==> src/rtl/wptr_full_level_if.sv <==
// Write-side FIFO pointer/status bus: producer strobe and synchronised read
// pointer in, write address, Gray pointer and status flags out.
interface wptr_full_level_if #(
    parameter int ADDRSIZE = 4
);
    logic                winc;
    logic [ADDRSIZE:0]   wq2_rptr;
    logic [ADDRSIZE:0]   afull_thresh;
    logic                wovf_clr;
    logic [ADDRSIZE-1:0] waddr;
    logic [ADDRSIZE:0]   wptr;
    logic                wfull;
    logic                walmost_full;
    logic [ADDRSIZE:0]   wlevel;
    logic                woverflow;

    modport master (
        output winc, wq2_rptr, afull_thresh, wovf_clr,
        input  waddr, wptr, wfull, walmost_full, wlevel, woverflow
    );

    modport slave (
        input  winc, wq2_rptr, afull_thresh, wovf_clr,
        output waddr, wptr, wfull, walmost_full, wlevel, woverflow
    );
endinterface

==> src/rtl/wptr_full_level.sv <==
// Async FIFO write-side pointer generator: binary/Gray write pointer, full,
// almost-full, fill level and sticky overflow, all in the wclk domain.
module wptr_full_level #(
    parameter int ADDRSIZE = 4
) (
    input  logic              wclk,
    input  logic              wrst,
    wptr_full_level_if.slave  wif
);
    localparam int PW = ADDRSIZE + 1;

    logic [PW-1:0] wbin_q, wbin_d;
    logic [PW-1:0] wptr_q, wptr_d;
    logic [PW-1:0] wlevel_q, wlevel_d;
    logic          wfull_q, wfull_d;
    logic          walmost_full_q, walmost_full_d;
    logic          woverflow_q, woverflow_d;

    logic          accept;
    logic [PW-1:0] rbin_s;
    logic [PW-1:0] full_cmp;

    // Gray-to-binary: each bit is the XOR of all Gray bits at or above it.
    always_comb begin
        rbin_s = '0;
        for (int i = 0; i < PW; i++) begin
            rbin_s[i] = ^(wif.wq2_rptr >> i);
        end
    end

    assign full_cmp = {~wif.wq2_rptr[ADDRSIZE:ADDRSIZE-1], wif.wq2_rptr[ADDRSIZE-2:0]};

    always_comb begin
        accept         = wif.winc & ~wfull_q;
        wbin_d         = wbin_q + {{ADDRSIZE{1'b0}}, accept};
        wptr_d         = (wbin_d >> 1) ^ wbin_d;
        wfull_d        = (wptr_d == full_cmp);
        wlevel_d       = wbin_d - rbin_s;
        walmost_full_d = (wlevel_d >= wif.afull_thresh);
        // A new overflow event takes priority over a simultaneous clear.
        woverflow_d    = (wif.winc & wfull_q) | (woverflow_q & ~wif.wovf_clr);
    end

    always_ff @(posedge wclk) begin
        if (wrst) begin
            wbin_q         <= '0;
            wptr_q         <= '0;
            wfull_q        <= 1'b0;
            walmost_full_q <= 1'b0;
            wlevel_q       <= '0;
            woverflow_q    <= 1'b0;
        end else begin
            wbin_q         <= wbin_d;
            wptr_q         <= wptr_d;
            wfull_q        <= wfull_d;
            walmost_full_q <= walmost_full_d;
            wlevel_q       <= wlevel_d;
            woverflow_q    <= woverflow_d;
        end
    end

    assign wif.waddr        = wbin_q[ADDRSIZE-1:0];
    assign wif.wptr         = wptr_q;
    assign wif.wfull        = wfull_q;
    assign wif.walmost_full = walmost_full_q;
    assign wif.wlevel       = wlevel_q;
    assign wif.woverflow    = woverflow_q;

endmodule

==> src/flat_wrapper.sv <==
// flat-port wrapper written by rule: the top's interface ports become plain ports
module wptr_full_level_flat 
#(
    parameter int ADDRSIZE = 4
)
  (wclk, wrst, wif_winc, wif_wq2_rptr, wif_afull_thresh, wif_wovf_clr, wif_waddr, wif_wptr, wif_wfull, wif_walmost_full, wif_wlevel, wif_woverflow);
  wptr_full_level_if #(.ADDRSIZE(ADDRSIZE)) wif_i ();
  input  logic wclk;
  input  logic wrst;
  input wire logic [$bits(wif_i.winc)-1:0] wif_winc;
  input wire logic [$bits(wif_i.wq2_rptr)-1:0] wif_wq2_rptr;
  input wire logic [$bits(wif_i.afull_thresh)-1:0] wif_afull_thresh;
  input wire logic [$bits(wif_i.wovf_clr)-1:0] wif_wovf_clr;
  output wire logic [$bits(wif_i.waddr)-1:0] wif_waddr;
  output wire logic [$bits(wif_i.wptr)-1:0] wif_wptr;
  output wire logic [$bits(wif_i.wfull)-1:0] wif_wfull;
  output wire logic [$bits(wif_i.walmost_full)-1:0] wif_walmost_full;
  output wire logic [$bits(wif_i.wlevel)-1:0] wif_wlevel;
  output wire logic [$bits(wif_i.woverflow)-1:0] wif_woverflow;
  assign wif_i.winc = wif_winc;
  assign wif_i.wq2_rptr = wif_wq2_rptr;
  assign wif_i.afull_thresh = wif_afull_thresh;
  assign wif_i.wovf_clr = wif_wovf_clr;
  assign wif_waddr = wif_i.waddr;
  assign wif_wptr = wif_i.wptr;
  assign wif_wfull = wif_i.wfull;
  assign wif_walmost_full = wif_i.walmost_full;
  assign wif_wlevel = wif_i.wlevel;
  assign wif_woverflow = wif_i.woverflow;
  wptr_full_level #(.ADDRSIZE(ADDRSIZE)) u_core (.wclk(wclk), .wrst(wrst), .wif(wif_i));
endmodule
==> config.mk <==
export PLATFORM = sky130hd
export DESIGN_NAME = wptr_full_level_flat
export DESIGN_NICKNAME = d
export VERILOG_FILES = /design/src/rtl/wptr_full_level_if.sv /design/src/rtl/wptr_full_level.sv /design/src/flat_wrapper.sv
export SDC_FILE = /design/constraint.sdc
export NUM_CORES = 1
export LEC_CHECK = 0
export ABC_AREA = 1
export ABC_CLOCK_PERIOD_IN_PS = 6210
export BUFFER_PORTS_ARGS = -buffer_cell sky130_fd_sc_hd__buf_2
export CORE_ASPECT_RATIO = 0.75
export CORE_MARGIN = 5
export CORE_UTILIZATION = 40
export CTS_CLUSTER_DIAMETER = 60
export DETAILED_ROUTE_END_ITERATION = 8
export PLACE_DENSITY = 0.64
export SYNTH_ARGS = -nofsm -noshare
export SYNTH_HDL_FRONTEND = slang
export SYNTH_SLANG_ARGS = --single-unit
==> constraint.sdc <==
create_clock -name wclk -period 6.21 [get_ports wclk]
set_clock_uncertainty 0.1 [all_clocks]
set_input_delay 0.3105 -clock wclk [delete_from_list [all_inputs] [get_ports wclk]]
set_output_delay 0.3105 -clock wclk [all_outputs]
set_load 0.1 [all_outputs]
======== Yosys cells after proc, flatten, opt, wreduce, memory -nomap -nowiden ========
Index checks and enable logic that the tools add are counted.
storage, ports and cells
  flip-flop bits (word level) ............. 18
  bits in latches ......................... 0
  RAM bits ................................ 0
  ROM bits ................................ 0
  bits of input ports ..................... 14
  output and inout bits ................... 17
  logic and storage cells ................. 23
  memories ................................ 0
operators by class
  $add $sub $neg .......................... 2
  $mul .................................... 0
  divide/modulo/power cells ............... 0
  order comparisons ....................... 1
  equal/unequal tests ..................... 1
  shifts and indexed selects .............. 0
  mux-type cells .......................... 0
  bitwise gates (word level) .............. 8
  reduce and logical (&&, ||, !) cells .... 5
operator list
  operator          number
  $reduce_xor 5->1  5
  $add 5x1->5       1
  $eq 5x5->1        1
  $ge 5x5->1        1
  $sub 5x5->5       1
  $xor 4x5->5       1
  $and 1x1->1       3
  $not 1->1         2
  $not 2->2         1
  $or 1x1->1        1

======== Longest topological paths before layout ========
Gate-level depths: netlist (run 1).
  depth in word-level cells ............... 5
  depth in mapped cells ................... 19
  depth with buffers taken out ............ 19

======== Least setup slack after synthesis (run 1) ========
No wires, ideal clock.
  path type ............................... register to register
  start point ............................. reg u_core.wfull_q, in the netlist u_core.wif.wfull
  end point ............................... reg u_core.walmost_full_q, in the netlist u_core.wif.walmost_full
  arrival ................................. 3202 ps
  required time ........................... 5986 ps
  path slack .............................. 2784 ps
  cell stages (with the launch flop) ...... 18
  cells stage by stage .................... dfxtp_1 inv_1 nand3_2 inv_1 ha_1 inv_1 fa_1 inv_1 nand3_1 nand2_1 nand2_1 nand2_1 inv_1 ha_1 a21oi_1 o221ai_1 a21oi_1 nor2_1
on the way
  longest elaborated chain between the ends .. 5
RTL lines
  element                 RTL line               text
  from (decl)             wptr_full_level.sv:15  logic wfull_q, wfull_d;
  from (signal assigned)  wptr_full_level.sv:55  wfull_q <= wfull_d;
  $not 1->1               wptr_full_level.sv:34  accept = wif.winc & ~wfull_q;
  $and 1x1->1             wptr_full_level.sv:34
  $add 5x1->5             wptr_full_level.sv:35  wbin_d = wbin_q + {{ADDRSIZE{1'b0}}, accept};
  via u_core.wbin_d[1]    wptr_full_level.sv:12  logic [PW-1:0] wbin_q, wbin_d;
  $sub 5x5->5             wptr_full_level.sv:38  wlevel_d = wbin_d - rbin_s;
  via u_core.wlevel_d[4]  wptr_full_level.sv:14  logic [PW-1:0] wlevel_q, wlevel_d;
  $ge 5x5->1              wptr_full_level.sv:39  walmost_full_d = (wlevel_d >= wif.afull_thresh);
  to (signal assigned)    wptr_full_level.sv:56  walmost_full_q <= walmost_full_d;
  to (decl)               wptr_full_level.sv:16  logic walmost_full_q, walmost_full_d;
The timed path passes the listed nets, and every way through them passes these cells.
A chain may end at the register's enable or synchronous reset.

======== Worst setup path in the final report (run 1) ========
  start point ............................. in wif_wq2_rptr[4]
  end point ............................... reg u_core.walmost_full_q, in the netlist u_core.wif.walmost_full
on the way
  longest elaborated chain between the ends .. 3
  elaborated cells on any way between the ends .. 7
  classes of those cells .................. add/sub (1); order compare (1); reduce/logical (5)
RTL lines
  element                 RTL line               text
  from (decl)             flat_wrapper.sv:11     input wire logic [$bits(wif_i.wq2_rptr)-1:0] wif_wq2_rptr;
  $reduce_xor 5->1        wptr_full_level.sv:27  rbin_s[i] = ^(wif.wq2_rptr >> i);
  $sub 5x5->5 *           wptr_full_level.sv:38
  via u_core.wlevel_d[4]  wptr_full_level.sv:14
  $ge 5x5->1 *            wptr_full_level.sv:39
The timed path passes the listed nets; every way through them passes the cells marked *.

==> impl_metrics.toml, run 1 <==
[detailed_routing]
wl_um = 2500
antenna_left = 0
drc = 0
drt_pass1_iterations = 4
vias = 1059
vias_per_cell = 4.60
wl_per_cell_um = 10.8
detail_route.iter0.violations = 43

[synthesis]
synth_area_mm2 = 0.00112
synth_seq_area_share_pct = 30.4
yosysTopAreaCell = "dfxtp_1"
yosys_warnings = 0
synth_top_cell_area_share_pct = 30.4
synth_cell_type_count = 20
synth_area_leaders = "dfxtp_1, nand2_1, ha_1"
syn_inst = 162
avgSynthCellArea_um2 = 6.90
ys_seq_elements = 17
syn_nets = 187

[cts]
clk_path_buf_depth = 2
ctsResizeCount = 0
holdBufCountCts = 0
cts_sinks = 17
insertion_delay_ns = 0.25
h-tree-depth = 1
post_cts_buffers = 0
cts-root-buf = "clkbuf_8"
cts_tree = "built"
clk_pin_slew_ns = 0.07
cts_buffers = 3

[critical_path]
crit_buf_inv = 4
endpoint_kind = "flip-flop"
crit_required_ns = 6.25
worstSetupPathType = "in -> reg"
critical_path.top_delay_family = "adder cells"
critPathSlowestCell = "fa_1"
path_cells = "buf_2, inv_2, nand2_2, nand3_2, nand2_2, xor2_2, xor2_1, ha_1, fa_1, inv_1, nand3_1, nand2_1, nand2_1, nand2_1, inv_1, ha_1, a21oi_1, o221ai_1, a21oi_1, nor2_1"
worst_path_largest_cell_delay_ns = 0.40
worstPathArrival_ns = 2.91
setup.worst_path.start_class = "primary input"
crit_top_cell = "nand2_1"
worstPathMaxFanout = 5

[flow_run]
timing.max_cap.violations = 0

[timing]
tns_ns = 0
fmax_mhz = 347
worstMarginPinSlew_ns = 0.524
finalHoldViolations = 0
setup_viol = 0
rsz0062_at_grt = "no"
min_period_over_period_pct = 46.3
slew_headroom_pct = 64.8
finalMaxSlewViolations = 0
fin_crit_ns = 2.88

[place]
place_area_mm2 = 0.00131
place_hpwl_um = 2020
portBuffers = 30
place_congestion = 0.869

[cells_and_area]
nFillCells = 292
final_area_mm2 = 0.00135
area_delta_synth_final_pct = 20.9
drive_above_1_share_pct = 24.7
antenna_cells = 0
fin_nets = 220

[floorplan]
core_area_mm2 = 0.00264
io_pins = 31
rows = 16
dieArea_mm2 = 0.00396
initial_core_util_pct = 42.3
die_x_um = 71.1
die_h_um = 55.8

[global_route]
grt_pass1_vias = 1021
grt_pass1_wl_um = 4440
grt_usage_pct = 13.5
antenna_found_initial = 0
grt-ovfl-total = 0
grt_max_degree = 18

[hold_path]
hp-class = "in -> reg"

[power_and_ir_drop]
power_density_mw_per_mm2 = 275
ir_drop_mv = 0.0893
p_leak_nw = 0.782

[status]
status = "complete, no violations"
[cells by family after synthesis]
logic type | share of synthesized area, %
XOR/XNOR | 6.82
adder cells (fa/ha/maj) | 13.0
AND/OR/NAND/NOR | 35.1
AO/OA/AOI/OAI | 5.93
buffers and inverters | 8.73
flip-flops | 30.4
[sequential cells by signal, summed over array words and instances, names as in the netlist]
register,flops
u_core.wbin_q,4
u_core.wif.wptr,5
u_core.wif.wlevel,5
u_core.wif.walmost_full,1
u_core.wif.woverflow,1
u_core.wif.wfull,1
[final timing paths]
kind / from / depth (start not counted) / slack [ns] / endpoint
setup / recovery: wif_wq2_rptr[4] / 20 / 3.33 / u_core.wif.walmost_full
hold / removal: wif_wovf_clr / 4 / 0.20 / u_core.wif.woverflow
setup reg to reg: u_core.wif.wfull / 17 / 3.33 / u_core.wif.walmost_full
hold reg to reg: u_core.wif.woverflow / 2 / 0.36 / u_core.wif.woverflow
[report_power, final]
group | total, mW | switching (mW) | internal, mW
Combinational | 0.167 | 0.125 | 0.0413
Clock | 0.0833 | 0.0388 | 0.0445
Sequential | 0.122 | 0.00306 | 0.119
[tightest hold or removal path: cells and delay by family]
kind	cells	cell delay, ns
buffers and inverters	2	0.10
AND/OR/NAND/NOR	1	0.05
AO/OA/AOI/OAI	1	0.05
[stage by stage]
stage               utilization [%]  hold slack [ns]  power (mW)  setup slack, ns  cells
finish                         51.2            0.202       0.372             3.33    230
global route                   51.2            0.231       0.396             3.04    230
CTS                            51.2            0.207       0.376             3.33    230
detailed placement             49.4            0.359       0.291             3.08    226
global placement               49.4            0.347       0.289             3.21    226
floorplan                         -            0.351       0.262             2.78    162
[cell usage after synthesis]
library cell / number
nand2_1: 48
inv_1: 22
dfxtp_1: 17
nor2_1: 17
nand3_1: 13
a21oi_1: 10
ha_1: 10
nand2_2: 4
nand3_2: 4
xor2_1: 4
clkbuf_1: 2
inv_2: 2
xor2_2: 2
a21o_1: 1
fa_1: 1
nand4_1: 1
nor2_2: 1
o221ai_1: 1
or2_2: 1
xnor2_1: 1
[routing by layer]
layer / wire, um / vias up / track usage [%]
li1: - / 568 / -
met1: 1260 / 465 / 17.3
met2: 1070 / 24 / 21.9
met3: 147 / 2 / 4.33
met4: 20 / 0 / 3.22
met5: 0 / - / 0
[final cells by class]
type,instances,area (um2),area share (%)
Inverter,24,90.1,6.66
Timing Repair Buffer,30,150,11.1
Tap cell,36,45.0,3.33
Sequential cell,17,340,25.2
Clock buffer,3,41.3,3.05
Clock inverter,1,5.00,0.370
Multi-Input combinational cell,119,681,50.3
[placed cells by master, fill, tap and decap left out]
cell type	count
clkbuf_8	3
or2_2	1
nand3_2	4
a21o_1	1
xor2_2	2
xor2_1	4
dfxtp_1	17
fa_1	1
buf_2	30
xnor2_1	1
inv_2	2
nand3_1	13
nor2_1	17
nor2_2	1
clkinv_2	1
a21oi_1	10
ha_1	10
o221ai_1	1
nand2_1	48
inv_1	22
nand2_2	4
nand4_1	1
Note: power is estimated with default switching activity, not from simulation.
==> inputs of run 2 (changes only) <==
--- a/config.mk
+++ b/config.mk
@@ -5,15 +5,15 @@
 export SDC_FILE = /design/constraint.sdc
 export NUM_CORES = 1
 export LEC_CHECK = 0
-export ABC_AREA = 1
-export ABC_CLOCK_PERIOD_IN_PS = 6210
+export ABC_AREA = 0
+export ABC_CLOCK_PERIOD_IN_PS = 2300
 export BUFFER_PORTS_ARGS = -buffer_cell sky130_fd_sc_hd__buf_2
 export CORE_ASPECT_RATIO = 0.75
 export CORE_MARGIN = 5
 export CORE_UTILIZATION = 40
 export CTS_CLUSTER_DIAMETER = 60
 export DETAILED_ROUTE_END_ITERATION = 8
-export PLACE_DENSITY = 0.64
+export PLACE_DENSITY = 0.68
 export SYNTH_ARGS = -nofsm -noshare
 export SYNTH_HDL_FRONTEND = slang
 export SYNTH_SLANG_ARGS = --single-unit
==> constraint.sdc (replaced) <==
create_clock -name wclk -period 2.3 [get_ports wclk]
set_clock_uncertainty 0.1 [all_clocks]
set_input_delay 0.115 -clock wclk [delete_from_list [all_inputs] [get_ports wclk]]
set_output_delay 0.115 -clock wclk [all_outputs]
set_load 0.1 [all_outputs]
==> run 2 against run 1 <==
  * The flow now finishes with violations (setup timing)
  * Via count fell by 23%
  * Synthesized cell count fell by 40%
  * Flip-flop and latch count did not move
  * Clock power rose by 86%
  * Non-clock buffer count rose by 24
  * Die area fell by 13%
  * Total power rose to 3.2 times the previous value
  * Largest power group unchanged
  * Worst hold slack got worse by 0.13 ns
==> impl_metrics.toml, run 2 <==
[hold_path]
hold_depth = 2
min-delay-start = "wrst"
hp-class = "in -> reg"
min_to = "u_core.wif.wlevel[1]"

[timing]
finalWorstSetupSlack_ns = -0.0909
slew_headroom_pct = 67.7
worstMarginPinSlew_ns = 0.488
fmax_mhz = 418
fin_crit_ns = 2.39
finalMaxSlewViolations = 0
finalHoldViolations = 0
min_period_over_period_pct = 104
fin_hold_ws_ns = 0.0753
setup_viol = 1
rsz0062_at_grt = "yes"

[cells_and_area]
drive_above_1_share_pct = 57.4
final_area_mm2 = 0.00150
layout_commonest_cell = "buf_2"
antenna_cells = 0
final_cell_mix = "buf_2, buf_4, nor2_1, dfxtp_1, xnor2_1"
nFillCells = 201
fin_nets = 181
area_delta_synth_final_pct = 57.8

[cts]
h-tree-depth = 1
cts_buffers = 3
clk_pin_slew_ns = 0.10
cts_sinks = 17
cts_tree = "built"
cts-root-buf = "clkbuf_4"
clk_path_buf_depth = 2
insertion_delay_ns = 0.28

[synthesis]
synth-simple-area-share_pct = 16.3
yosysTopAreaCell = "dfxtp_1"
synth.area.mux_share_pct = 0
synth_cell_type_count = 25
synth_edf_count = 0
synth_area_leaders = "dfxtp_1, ha_1, xnor2_1"
avgSynthCellArea_um2 = 9.70
synth-compound-area-share_pct = 5.39
netlist_top_cells_count = "dfxtp_1, nor2_1, xnor2_1, ha_1, inv_1"
ys.flop_type = "dfxtp_1"
synth_adder_area_share_pct = 15.3
syn_inst = 98
syn_nets = 123
synth_area_um2 = 951
yosysMostFrequentCell = "dfxtp_1"
synth_top_cell_area_share_pct = 35.8
synth_top_family_by_area = "XOR/XNOR gates"
synth_xor_area_share_pct = 23.3
synth_seq_area_share_pct = 35.8
synthArstFlopShare_pct = 0
ys_seq_elements = 17
yosys_warnings = 0

[critical_path]
crit_required_ns = 2.37
reg2reg_to = "u_core.wif.walmost_full"
worstPathArrival_ns = 2.46
setup.worst_path.start_class = "flip-flop"
r2r_start = "u_core.wbin_q[0]"
worstSetupPathType = "reg -> reg"
rrSetupSlack_ns = -0.09
r2r_cells = 10
endpoint_kind = "flip-flop"
worstPathMaxFanout = 3

[place]
place_hpwl_um = 1820
place_congestion = 0.774
place_area_mm2 = 0.00135
portBuffers = 30

[status]
status = "finished, violations left"
violations = "setup timing"

[detailed_routing]
vias_per_cell = 4.33
vias = 819
drt_pass1_iterations = 4
wl_um = 2250
detail_route.iter0.violations = 11
antenna_left = 0
drc = 0
wl_per_cell_um = 11.9

[power_and_ir_drop]
finalPower_mw = 1.19
p_leak_nw = 0.730
ir_drop_mv = 0.397
power_density_mw_per_mm2 = 796

[global_route]
grt_pass1_wl_um = 3820
grt_max_degree = 18
grt_pass1_vias = 868
antenna_found_initial = 0
grt_usage_pct = 14.4
grt-ovfl-total = 0

[floorplan]
dieArea_mm2 = 0.00346
rows = 15
initial_core_util_pct = 41.5
die_h_um = 52.2
io_pins = 31
die_x_um = 66.3
core_area_mm2 = 0.00229

[flow_run]
timing.max_cap.violations = 0
[run 2: cell types whose count changed in the layout (fill, tap and decap cells not counted), sizes merged, moves of 2 or more]
cell	change
nor2b	+6
a21oi	-5
dlygate4sd3	+2
nor2	-6
nand2	-51
o21ai	+3
nand2b	+4
nand3	-15
xnor2	+11
inv	-15
buf	+22
xor2	+3
[run 2: how the worst max path moves through the flow]
stage                     start                 endpoint  slack, ns  cells after the start
3_3_place_gp    wif_wq2_rptr[4]  u_core.wif.walmost_full      -0.35                     13
6_report       u_core.wbin_q[0]  u_core.wif.walmost_full      -0.09                     10
3_5_place_dp    wif_wq2_rptr[4]  u_core.wif.walmost_full      -0.49                     13
2_1_floorplan  u_core.wif.wfull  u_core.wif.walmost_full      -0.22                     10
5_1_grt        u_core.wif.wfull  u_core.wif.walmost_full      -0.21                     10
4_1_cts        u_core.wbin_q[0]  u_core.wif.walmost_full      -0.07                     10
[run 2: critical path: stages, from the launching register on]
cell      delay (ns)
dfxtp_4         0.36
buf_4           0.13
xnor2_2         0.15
ha_2            0.22
fa_2            0.40
nand2b_4        0.15
o21ai_2         0.12
xor2_1          0.20
ha_2            0.30
nor2_1          0.09
a211oi_1        0.05
[run 2: cells by family after synthesis]
family,count (synthesis)
compound gates,9
buf+inv,10
fa+ha+maj,11
xor+xnor,22
flops,17
simple gates,29
[run 2: through the flow]
step	setup TNS, ns	setup slack (ns)	utilization [%]	std cells
2_1_floorplan	-0.221	-0.221	-	98
3_3_place_gp	-0.437	-0.355	58.8	178
3_5_place_dp	-0.662	-0.495	58.8	178
4_1_cts	-0.0743	-0.0743	64.0	187
5_1_grt	-0.210	-0.210	65.5	189
6_report	-0.0909	-0.0909	65.5	189
[run 2: area by class of cell]
| type | count | area (um2) | share of cell area (%) |
|---|---|---|---|
| timing repair buffer | 54 | 339 | 22.6 |
| inverter | 9 | 33.8 | 2.25 |
| multi-input combinational | 71 | 706 | 47.0 |
| tap | 34 | 42.5 | 2.84 |
| clock inverter | 1 | 5.00 | 0.334 |
| clock buffer | 3 | 22.5 | 1.50 |
| sequential | 17 | 352 | 23.4 |
[run 2: timing repair]
item                       CTS  global route
setup endpoints to repair    1             2
hold endpoints to repair     1             0
cloned                       0             0
gates resized for setup     10             5
setup buffers                3             2
pin swaps                    7             7
hold buffers                 2             0
[run 2: layer usage]
metal  share of wire [%]  track usage [%]
met5                   0                0
met4                   0             4.05
met1                  45             18.7
met2                  52             25.4
met3                 3.2             1.29
[run 2: power by group]
| group | internal, mW | switching [mW] |
|---|---|---|
| combinational | 0.241 | 0.456 |
| clock | 0.0644 | 0.0902 |
| sequential | 0.331 | 0.0118 |
| total | 0.637 | 0.558 |
==> inputs of run 3 (changes only) <==
--- a/config.mk
+++ b/config.mk
@@ -14,6 +14,7 @@
 export CTS_CLUSTER_DIAMETER = 60
 export DETAILED_ROUTE_END_ITERATION = 8
 export PLACE_DENSITY = 0.68
+export REMOVE_ABC_BUFFERS = 1
 export SYNTH_ARGS = -nofsm -noshare
 export SYNTH_HDL_FRONTEND = slang
 export SYNTH_SLANG_ARGS = --single-unit
==> run 3 against run 2 <==
  * The run still ends with setup timing left
  * First-iteration DRC count grew 18%
  * Worst hold slack lost 0.031 ns
  * Wire length grew 4.7%
  * Via count grew 2.4%
  * Flip-flop and latch count is the same
  * Sequential share of layout area shrank 0.55 points
  * Total power grew 2.4%
  * Critical path type unchanged
  * Largest cell class unchanged
  * Largest power group unchanged
==> impl_metrics.toml, run 3 (synthesized netlist as in run 2, its figures left out) <==
[detailed_routing]
antenna_left = 0
detail_route.iter0.violations = 13
vias = 839
wl_per_cell_um = 12.5
vias_per_cell = 4.46
drc = 0
drt_pass1_iterations = 4
wl_um = 2360

[cts]
clk_pin_slew_ns = 0.10
h-tree-depth = 1
cts-root-buf = "clkbuf_4"
cts_tree = "built"
insertion_delay_ns = 0.31
clk_path_buf_depth = 2
cts_buffers = 3
cts_sinks = 17

[timing]
slew_headroom_pct = 67.5
fmax_mhz = 407
fin_crit_ns = 2.46
finalWorstSetupSlack_ns = -0.156
fin_hold_ws_ns = 0.0445
min_period_over_period_pct = 107
setup_viol = 1
rsz0062_at_grt = "yes"
finalMaxSlewViolations = 0
finalHoldViolations = 0
worstMarginPinSlew_ns = 0.491

[floorplan]
die_h_um = 52.2
dieArea_mm2 = 0.00346
initial_core_util_pct = 41.5
rows = 15
die_x_um = 66.3
io_pins = 31
core_area_mm2 = 0.00229

[place]
place_congestion = 0.858
place_area_mm2 = 0.00128
place_hpwl_um = 1670
portBuffers = 30

[critical_path]
rrSetupSlack_ns = -0.16
crit_buf_inv = 1
worst_path_largest_cell_delay_ns = 0.38
endpoint_kind = "flip-flop"
worstPathMaxFanout = 3
worstPathArrival_ns = 2.54
critPathSlowestCell = "fa_2"
path_cells = "and3b_2, ha_4, inv_4, fa_2, nand2b_4, o21ai_2, xor2_1, ha_2, nor2_2, a211oi_1"
critical_path.top_delay_family = "adder cells"
worstSetupPathType = "reg -> reg"
crit_required_ns = 2.38
setup.worst_path.start_class = "flip-flop"

[cells_and_area]
antenna_cells = 0
area_delta_synth_final_pct = 57.0
fin_nets = 180
post-route-util_pct = 65.2
drive_above_1_share_pct = 54.5
layout_commonest_cell = "buf_2"
final_area_mm2 = 0.00149
final_cell_mix = "buf_2, buf_4, dfxtp_1"

[power_and_ir_drop]
p_leak_nw = 0.725
ir_drop_mv = 0.503
power_density_mw_per_mm2 = 819

[flow_run]
timing.max_cap.violations = 0

[global_route]
antenna_found_initial = 0
grt_pass1_vias = 839
grt_usage_pct = 15.6
grt_max_degree = 18
grt_pass1_wl_um = 4020
grt-ovfl-total = 0

[hold_path]
hp-class = "in -> reg"

[status]
status = "finished, violations left"
violations = "setup timing"
## run 3: final timing paths
check | from | endpoint | cells past startpoint
hold reg to reg | u_core.wif.wptr[4] | u_core.wif.wptr[4] | 3
hold / removal | wrst | u_core.wbin_q[1] | 2
setup reg to reg | u_core.wif.wfull | u_core.wif.walmost_full | 10
setup / recovery | u_core.wif.wfull | u_core.wif.walmost_full | 10
## run 3: metrics by stage
| stage | setup WS [ns] | power (mW) | cells | TNS, ns |
|---|---|---|---|---|
| finish | -0.156 | 1.22 | 188 | -0.156 |
| global route | -0.255 | 1.30 | 188 | -0.255 |
| CTS | -0.104 | 1.18 | 187 | -0.104 |
| detailed placement | -0.441 | 0.978 | 180 | -0.548 |
| global placement | -0.328 | 0.964 | 180 | -0.344 |
| floorplan | -0.885 | 0.819 | 97 | -2.93 |
## run 3: worst register-to-register path: stages (launching register included)
cell	delay (ns)
dfxtp_2	0.35
and3b_2	0.24
ha_4	0.29
inv_4	0.04
fa_2	0.38
nand2b_4	0.16
o21ai_2	0.13
xor2_1	0.22
ha_2	0.31
nor2_2	0.07
a211oi_1	0.04
## run 3: metal layers
metal	vias to the layer above	part of all wire, %	wire [um]	track usage, %
met2	18	54	1270	26.5
met4	0	0.81	19	4.05
met1	393	42	979	20.0
li1	426	-	-	-
met3	2	3.7	88	3.43
met5	-	0	0	0
## run 3: what timing repair did
action                     in CTS  in global routing
setup endpoints to repair       1                  1
hold buffers                    2                  0
pin swaps                      13                  7
buffers inserted                1                  1
hold endpoints to repair        1                  0
gates resized for setup        21                  9
## run 3: area by class of cell
cell class | count | area (um2)
Tap cell | 34 | 42.5
Clock buffer | 3 | 22.5
Multi-Input combinational cell | 71 | 717
Sequential cell | 17 | 342
Fill cell | 192 | 797
Inverter | 9 | 36.3
Clock inverter | 1 | 5.00
Timing Repair Buffer | 53 | 328
## run 3: where the power goes
part	internal [mW]	total [mW]	leakage [nW]	switching [mW]
Sequential	0.331	0.341	0.140	0.00963
Clock	0.0651	0.167	0.0177	0.102
Combinational	0.253	0.716	0.568	0.463
